File: config.mk
export PLATFORM = sky130hd
export DESIGN_NAME = wb_retire_stage
export DESIGN_NICKNAME = d
export VERILOG_FILES = /design/src/rtl/wb_retire_stage_pkg.sv /design/src/rtl/wb_retire_stage_trace_fifo.sv /design/src/rtl/wb_retire_stage.sv
export SDC_FILE = /design/constraint.sdc
export NUM_CORES = 1
export LEC_CHECK = 0
export BUFFER_PORTS_ARGS = -buffer_cell sky130_fd_sc_hd__buf_2
export CORE_ASPECT_RATIO = 2
export CORE_MARGIN = 2
export CORE_UTILIZATION = 40
export DETAILED_ROUTE_END_ITERATION = 8
export GPL_TIMING_DRIVEN = 0
export SLEW_MARGIN = 30
export SYNTH_ARGS = -nofsm -noshare
export SYNTH_HDL_FRONTEND = slang
export SYNTH_HIERARCHICAL = 1
export SYNTH_SLANG_ARGS = --single-unit
File: constraint.sdc
create_clock -name clk -period 5.5 [get_ports clk]
set_input_delay 1.1 -clock clk [delete_from_list [all_inputs] [get_ports clk]]
set_output_delay 1.1 -clock clk [all_outputs]
set_load 0.005 [all_outputs]
File: src/rtl/wb_retire_stage_pkg.sv
// Shared types and constants for the writeback/retire stage: default widths,
// exception codes and the default-width trace record layout.
package wb_retire_stage_pkg;

    localparam int WB_PC_W   = 32;
    localparam int WB_DATA_W = 32;
    localparam int WB_REG_AW = 5;

    localparam logic [5:0] ECODE_INT = 6'h00;
    localparam logic [5:0] ECODE_ADE = 6'h08;
    localparam logic [5:0] ECODE_SYS = 6'h0B;
    localparam logic [5:0] ECODE_BRK = 6'h0C;
    localparam logic [5:0] ECODE_INE = 6'h0D;

    typedef struct packed {
        logic [WB_PC_W-1:0]   pc;
        logic [3:0]           wen;
        logic [WB_REG_AW-1:0] dest;
        logic [WB_DATA_W-1:0] data;
    } trace_rec_t;

    // Trace consumers expect a byte-lane style enable, so the single bit is fanned out.
    function automatic logic [3:0] trace_wen(input logic we);
        return {4{we}};
    endfunction

endpackage

File: src/rtl/wb_retire_stage_trace_fifo.sv
// Synchronous FIFO for retire trace records; one-cycle write-to-read latency.
// Backpressure: full blocks push, empty blocks pop; simultaneous push/pop legal.
module wb_trace_fifo #(
    parameter int DEPTH = 4,
    parameter int W     = 8
) (
    input  logic         clk,
    input  logic         reset,
    input  logic         push,
    input  logic [W-1:0] push_dat,
    input  logic         pop,
    output logic [W-1:0] pop_dat,
    output logic         full,
    output logic         empty
);
    localparam int AW = $clog2(DEPTH);
    localparam logic [AW:0] PTR_ONE = 1;

    logic [AW:0]  wr_ptr_q, wr_ptr_d;
    logic [AW:0]  rd_ptr_q, rd_ptr_d;
    logic [W-1:0] mem_q [DEPTH];
    logic [W-1:0] mem_d [DEPTH];
    logic         do_push;
    logic         do_pop;

    // Extra pointer MSB distinguishes full from empty when the index bits match.
    assign full    = (wr_ptr_q[AW] != rd_ptr_q[AW]) && (wr_ptr_q[AW-1:0] == rd_ptr_q[AW-1:0]);
    assign empty   = (wr_ptr_q == rd_ptr_q);
    assign do_push = push && !full;
    assign do_pop  = pop && !empty;
    assign pop_dat = mem_q[rd_ptr_q[AW-1:0]];

    always_comb begin
        wr_ptr_d = wr_ptr_q;
        rd_ptr_d = rd_ptr_q;
        mem_d    = mem_q;
        if (do_push) begin
            mem_d[wr_ptr_q[AW-1:0]] = push_dat;
            wr_ptr_d                = wr_ptr_q + PTR_ONE;
        end
        if (do_pop) begin
            rd_ptr_d = rd_ptr_q + PTR_ONE;
        end
    end

    always_ff @(posedge clk) begin
        if (reset) begin
            wr_ptr_q <= '0;
            rd_ptr_q <= '0;
        end else begin
            wr_ptr_q <= wr_ptr_d;
            rd_ptr_q <= rd_ptr_d;
        end
    end

    always_ff @(posedge clk) begin
        mem_q <= mem_d;
    end

endmodule

File: src/rtl/wb_retire_stage.sv
// Writeback/retire stage: one stage register, 1 cycle accept-to-leave, regfile write and trace push on leave.
// Backpressure: a full trace FIFO holds the stage; ws_allowin depends only on registered state.
module wb_retire_stage
    import wb_retire_stage_pkg::*;
#(
    parameter int PC_W     = WB_PC_W,
    parameter int DATA_W   = WB_DATA_W,
    parameter int REG_AW   = WB_REG_AW,
    parameter int DEPTH    = 4,
    parameter int TRACE_EN = 1
) (
    input  logic              clk,
    input  logic              reset,
    input  logic              ms_to_ws_valid,
    output logic              ws_allowin,
    input  logic [PC_W-1:0]   ms_pc,
    input  logic              ms_rf_we,
    input  logic [REG_AW-1:0] ms_dest,
    input  logic [DATA_W-1:0] ms_result,
    input  logic              ms_ex,
    input  logic [5:0]        ms_ecode,
    output logic              rf_we,
    output logic [REG_AW-1:0] rf_waddr,
    output logic [DATA_W-1:0] rf_wdata,
    output logic              ws_fwd_valid,
    output logic [REG_AW-1:0] ws_fwd_dest,
    output logic [DATA_W-1:0] ws_fwd_data,
    output logic              ws_ex_flush,
    output logic [PC_W-1:0]   ws_ex_pc,
    output logic [5:0]        ws_ex_ecode,
    output logic              debug_wb_valid,
    input  logic              debug_wb_ready,
    output logic [PC_W-1:0]   debug_wb_pc,
    output logic [3:0]        debug_wb_rf_wen,
    output logic [REG_AW-1:0] debug_wb_rf_wnum,
    output logic [DATA_W-1:0] debug_wb_rf_wdata,
    output logic [31:0]       perf_retire_cnt
);
    localparam int REC_W = PC_W + 4 + REG_AW + DATA_W;

    logic              ws_valid_q, ws_valid_d;
    logic [PC_W-1:0]   pc_q, pc_d;
    logic              rf_we_q, rf_we_d;
    logic [REG_AW-1:0] dest_q, dest_d;
    logic [DATA_W-1:0] result_q, result_d;
    logic              ex_q, ex_d;
    logic [5:0]        ecode_q, ecode_d;
    logic [31:0]       perf_q, perf_d;

    logic              fifo_full;
    logic              fifo_empty;
    logic [REC_W-1:0]  fifo_head;
    logic [REC_W-1:0]  push_rec;
    logic              ws_ready_go;
    logic              accept;
    logic              leave;
    logic              retire_wen;

    assign ws_ready_go = !fifo_full;
    assign ws_allowin  = !ws_valid_q || ws_ready_go;
    assign accept      = ms_to_ws_valid && ws_allowin;
    assign leave       = ws_valid_q && ws_ready_go;
    assign retire_wen  = rf_we_q && !ex_q;

    assign rf_we        = leave && retire_wen;
    assign rf_waddr     = dest_q;
    assign rf_wdata     = result_q;
    assign ws_fwd_valid = ws_valid_q && retire_wen;
    assign ws_fwd_dest  = dest_q;
    assign ws_fwd_data  = result_q;
    assign ws_ex_flush  = leave && ex_q;
    assign ws_ex_pc     = pc_q;
    assign ws_ex_ecode  = ecode_q;
    assign perf_retire_cnt = perf_q;

    always_comb begin
        ws_valid_d = ws_valid_q;
        pc_d       = pc_q;
        rf_we_d    = rf_we_q;
        dest_d     = dest_q;
        result_d   = result_q;
        ex_d       = ex_q;
        ecode_d    = ecode_q;
        perf_d     = perf_q;
        // The flush pulse also squashes whatever memory stage offers in the same cycle.
        if (ws_ex_flush) begin
            ws_valid_d = 1'b0;
        end else if (accept) begin
            ws_valid_d = 1'b1;
            pc_d       = ms_pc;
            rf_we_d    = ms_rf_we;
            dest_d     = ms_dest;
            result_d   = ms_result;
            ex_d       = ms_ex;
            ecode_d    = ms_ecode;
        end else if (leave) begin
            ws_valid_d = 1'b0;
        end
        if (leave && !ex_q) begin
            perf_d = perf_q + 32'd1;
        end
    end

    always_ff @(posedge clk) begin
        if (reset) begin
            ws_valid_q <= 1'b0;
            pc_q       <= '0;
            rf_we_q    <= 1'b0;
            dest_q     <= '0;
            result_q   <= '0;
            ex_q       <= 1'b0;
            ecode_q    <= '0;
            perf_q     <= '0;
        end else begin
            ws_valid_q <= ws_valid_d;
            pc_q       <= pc_d;
            rf_we_q    <= rf_we_d;
            dest_q     <= dest_d;
            result_q   <= result_d;
            ex_q       <= ex_d;
            ecode_q    <= ecode_d;
            perf_q     <= perf_d;
        end
    end

    assign push_rec = {pc_q, trace_wen(retire_wen), dest_q, result_q};

    generate
        if (TRACE_EN != 0) begin : g_trace
            wb_trace_fifo #(
                .DEPTH (DEPTH),
                .W     (REC_W)
            ) u_trace_fifo (
                .clk      (clk),
                .reset    (reset),
                .push     (leave),
                .push_dat (push_rec),
                .pop      (debug_wb_valid && debug_wb_ready),
                .pop_dat  (fifo_head),
                .full     (fifo_full),
                .empty    (fifo_empty)
            );
        end else begin : g_no_trace
            assign fifo_full  = 1'b0;
            assign fifo_empty = 1'b1;
            assign fifo_head  = {REC_W{1'b0}};
        end
    endgenerate

    // Head fields are masked while empty so stale storage never shows on the trace port.
    assign debug_wb_valid = !fifo_empty;
    assign {debug_wb_pc, debug_wb_rf_wen, debug_wb_rf_wnum, debug_wb_rf_wdata} =
        fifo_empty ? {REC_W{1'b0}} : fifo_head;

endmodule

==> impl_metrics.ini <==
[power]
p_leak_nw = 7.32
p_per_area_nw_per_um2 = 381
ir_drop_v = 0.000238
total_power_mw = 7.47

[synthesis]
synth_top_area_frac = 0.545
avgSynthCellArea_sq_um = 14.6
synth_cells = 1099
synth_area_leaders = edfxtp_1 55%, dfxtp_1 14%, mux4_2 10%, nand2_1 4.1%, nor2b_1 3.2%
ys_seq_area_frac = 0.690
synth_warnings = 6
synth.largest_area_cell = edfxtp_1
ys_seq_elements = 408
synth.distinct_cells = 41
synth_area_sq_um = 16100
synth_nets = 1186

[placement]
place_ws_ns = 1.57
place_inst = 1934
dp_hpwl_mm = 28.4
io_buffers = 302
post_dp_cell_area_sq_um = 18400
gp_congestion = 0.817

[clock_network]
h-tree-depth = 2
worstSkewPairLatency_ns = 0.54
clock_sinks = 408
cts_buffers = 37
cts_buffer_depth = 3
cts_hold_buf = 0
clk_pin_slew_ns = 0.07
post_cts_resized = 0
cts_setup_buffers = 0
cts_tree = yes
cts-root-buf = clkbuf_16

[drt]
drt_iter0_drc = 540
drc = 0
wl_per_cell_um = 20.3
vias = 10176
first_pass_iters = 5
via_per_inst = 5.08
antenna_left = 0
wl_mm = 40.7

[floorplanning]
core_sq_um = 39600
ioPinCount = 303
die_h_um = 288
die_w_um = 146
initial_core_util = 0.406
placementRows = 103
die-area_sq_um = 41900

[worst_setup_path]
arrival_ns = 3.27
crit_top_cell = clkbuf_1
slowest_delay_ns = 0.74
crit_chain = xor2_1, nor3_1, clkbuf_1, clkbuf_1, nor2b_1, buf_2
path_class = flop to primary output
start_kind = flop
end_kind = primary output
worst_ep_required_time_ns = 4.40
cpMaxStageDelayCell = clkbuf_1
crit_fanout = 10
reg2reg_slack_ns = 2.00

[global_route]
first_global_vias = 10413
grt_pass1_wl_mm = 60.5
track_usage = 0.190
antenna_found_initial = 2
grt_max_degree = 33
overflow = 0

[timing]
min_period_ns = 4.37
setup_tns_ns = 0
setup_ws_ns = 1.13
worst_pin_slew_ns = 0.955
max_freq_ghz = 0.229
min_period_over_period = 0.794
rsz0062_at_grt = false
finalSetupViolCount = 0
skew_ns = 0.0137
hold_ws_ns = 0.457
slew_headroom = 0.363
finalHoldViolCount = 0
drv_slew = 0

[layout]
final_util = 0.496
diodes = 0
nNetsFinal = 1535
area_growth_pct = 22.0
design_area_sq_um = 19600
drive_above_1_share = 0.340
finalNonFillerCells = 2002

[outcome]
status = finished clean

[worst_hold_path]
hold_class = flop to flop

[job]
maxCapViolations = 0
layout make-up:
| cell class | instances | area (sq um) |
|---|---|---|
| fill | 3494 | 19900 |
| sequential | 408 | 11100 |
| clock buffer | 47 | 1020 |
| clock inverter | 21 | 184 |
| timing repair buffer | 310 | 1670 |
| tap | 525 | 657 |
| buffer | 101 | 571 |
| inverter | 8 | 30.0 |
| multi-input combinational | 582 | 4400 |
logic make-up after synthesis:
logic type                 synth area share
AOI/OAI and AO/OA                    0.0423
and+or+nand+nor                       0.111
muxes                                 0.106
adders and majority gates           0.00467
DFF                                   0.690
xor gates and xnor gates            0.00918
buffers and inverters                0.0373
layer usage:
| layer | track usage | vias to the layer above | share of wire |
|---|---|---|---|
| met5 | 0 | - | 0.00061 |
| met4 | 0.0755 | 4 | 0.036 |
| met3 | 0.0350 | 83 | 0.049 |
| met2 | 0.374 | 307 | 0.57 |
| met1 | 0.194 | 5054 | 0.35 |
| li1 | - | 4728 | - |
cell usage after synthesis:
library cell / count
edfxtp_1: 292
nand2_1: 174
dfxtp_1: 116
a21oi_1: 97
nor2b_1: 83
mux4_2: 73
buf_4: 41
clkbuf_1: 40
o21ai_0: 16
nor2_1: 15
or4_1: 15
nand4_1: 13
buf_2: 11
or3_1: 11
nand3_1: 10
xnor2_1: 10
nor3_1: 9
and2_1: 8
inv_1: 8
o31ai_1: 7
buf_1: 6
ha_1: 6
nor3b_1: 5
xor2_1: 5
buf_6: 3
mux2_2: 3
nor4_1: 3
a211o_1: 2
a31oi_1: 2
a41oi_1: 2
and3_1: 2
o211ai_1: 2
and4_1: 1
mux2_4: 1
mux2i_1: 1
nand2b_1: 1
nand4_2: 1
nand4bb_4: 1
nor4bb_1: 1
or3b_1: 1
xor2_2: 1
cell usage in the layout, fill, tap and decap left out, drive strengths merged, types with 11 or more instances in the layout:
| cell | instances |
|---|---|
| a21oi | 97 |
| buf | 371 |
| clkbuf | 87 |
| clkinv | 14 |
| dfxtp | 116 |
| edfxtp | 292 |
| mux4 | 73 |
| nand2 | 174 |
| nand4 | 14 |
| nor2 | 15 |
| nor2b | 83 |
| o21ai | 16 |
| or3 | 11 |
| or4 | 15 |
state kept, by name (all words and copies together), names as in the netlist:
register                       count
g_trace.u_trace_fifo/mem_q       292
perf_retire_cnt                   32
rf_wdata                          32
ws_ex_pc                          32
ws_ex_ecode                        6
rf_waddr                           5
g_trace.u_trace_fifo/rd_ptr_q      3
g_trace.u_trace_fifo/wr_ptr_q      3
ex_q                               1
rf_we_q                            1
ws_valid_q                         1
power by group:
part,switching [mW],internal [mW],leakage [nW]
registers,0.0719,3.39,3.66
logic,0.754,0.688,3.08
clock network,1.11,1.46,0.581
path summary, 6_finish.rpt:
check                                                start  cells past startpoint                          end
max          g_trace.u_trace_fifo/wr_ptr_q[0]$_SDFFE_PP0P_                      6           debug_wb_rf_wen[2]
min                            ws_ex_ecode[5]$_SDFFE_PP0P_                      2  ws_ex_ecode[5]$_SDFFE_PP0P_
max reg2reg  g_trace.u_trace_fifo/wr_ptr_q[0]$_SDFFE_PP0P_                      8     rf_waddr[3]$_SDFFE_PP0P_
min reg2reg                    ws_ex_ecode[5]$_SDFFE_PP0P_                      2  ws_ex_ecode[5]$_SDFFE_PP0P_
worst max-delay path, delay by kind of cell (launching register included):
kind | cells | cell delay [ns]
buffers and inverters | 3 | 1.44
XOR/XNOR | 1 | 0.26
flip-flops | 1 | 0.50
AND/OR/NAND/NOR | 2 | 0.53
(Power assumes the default switching activity.)
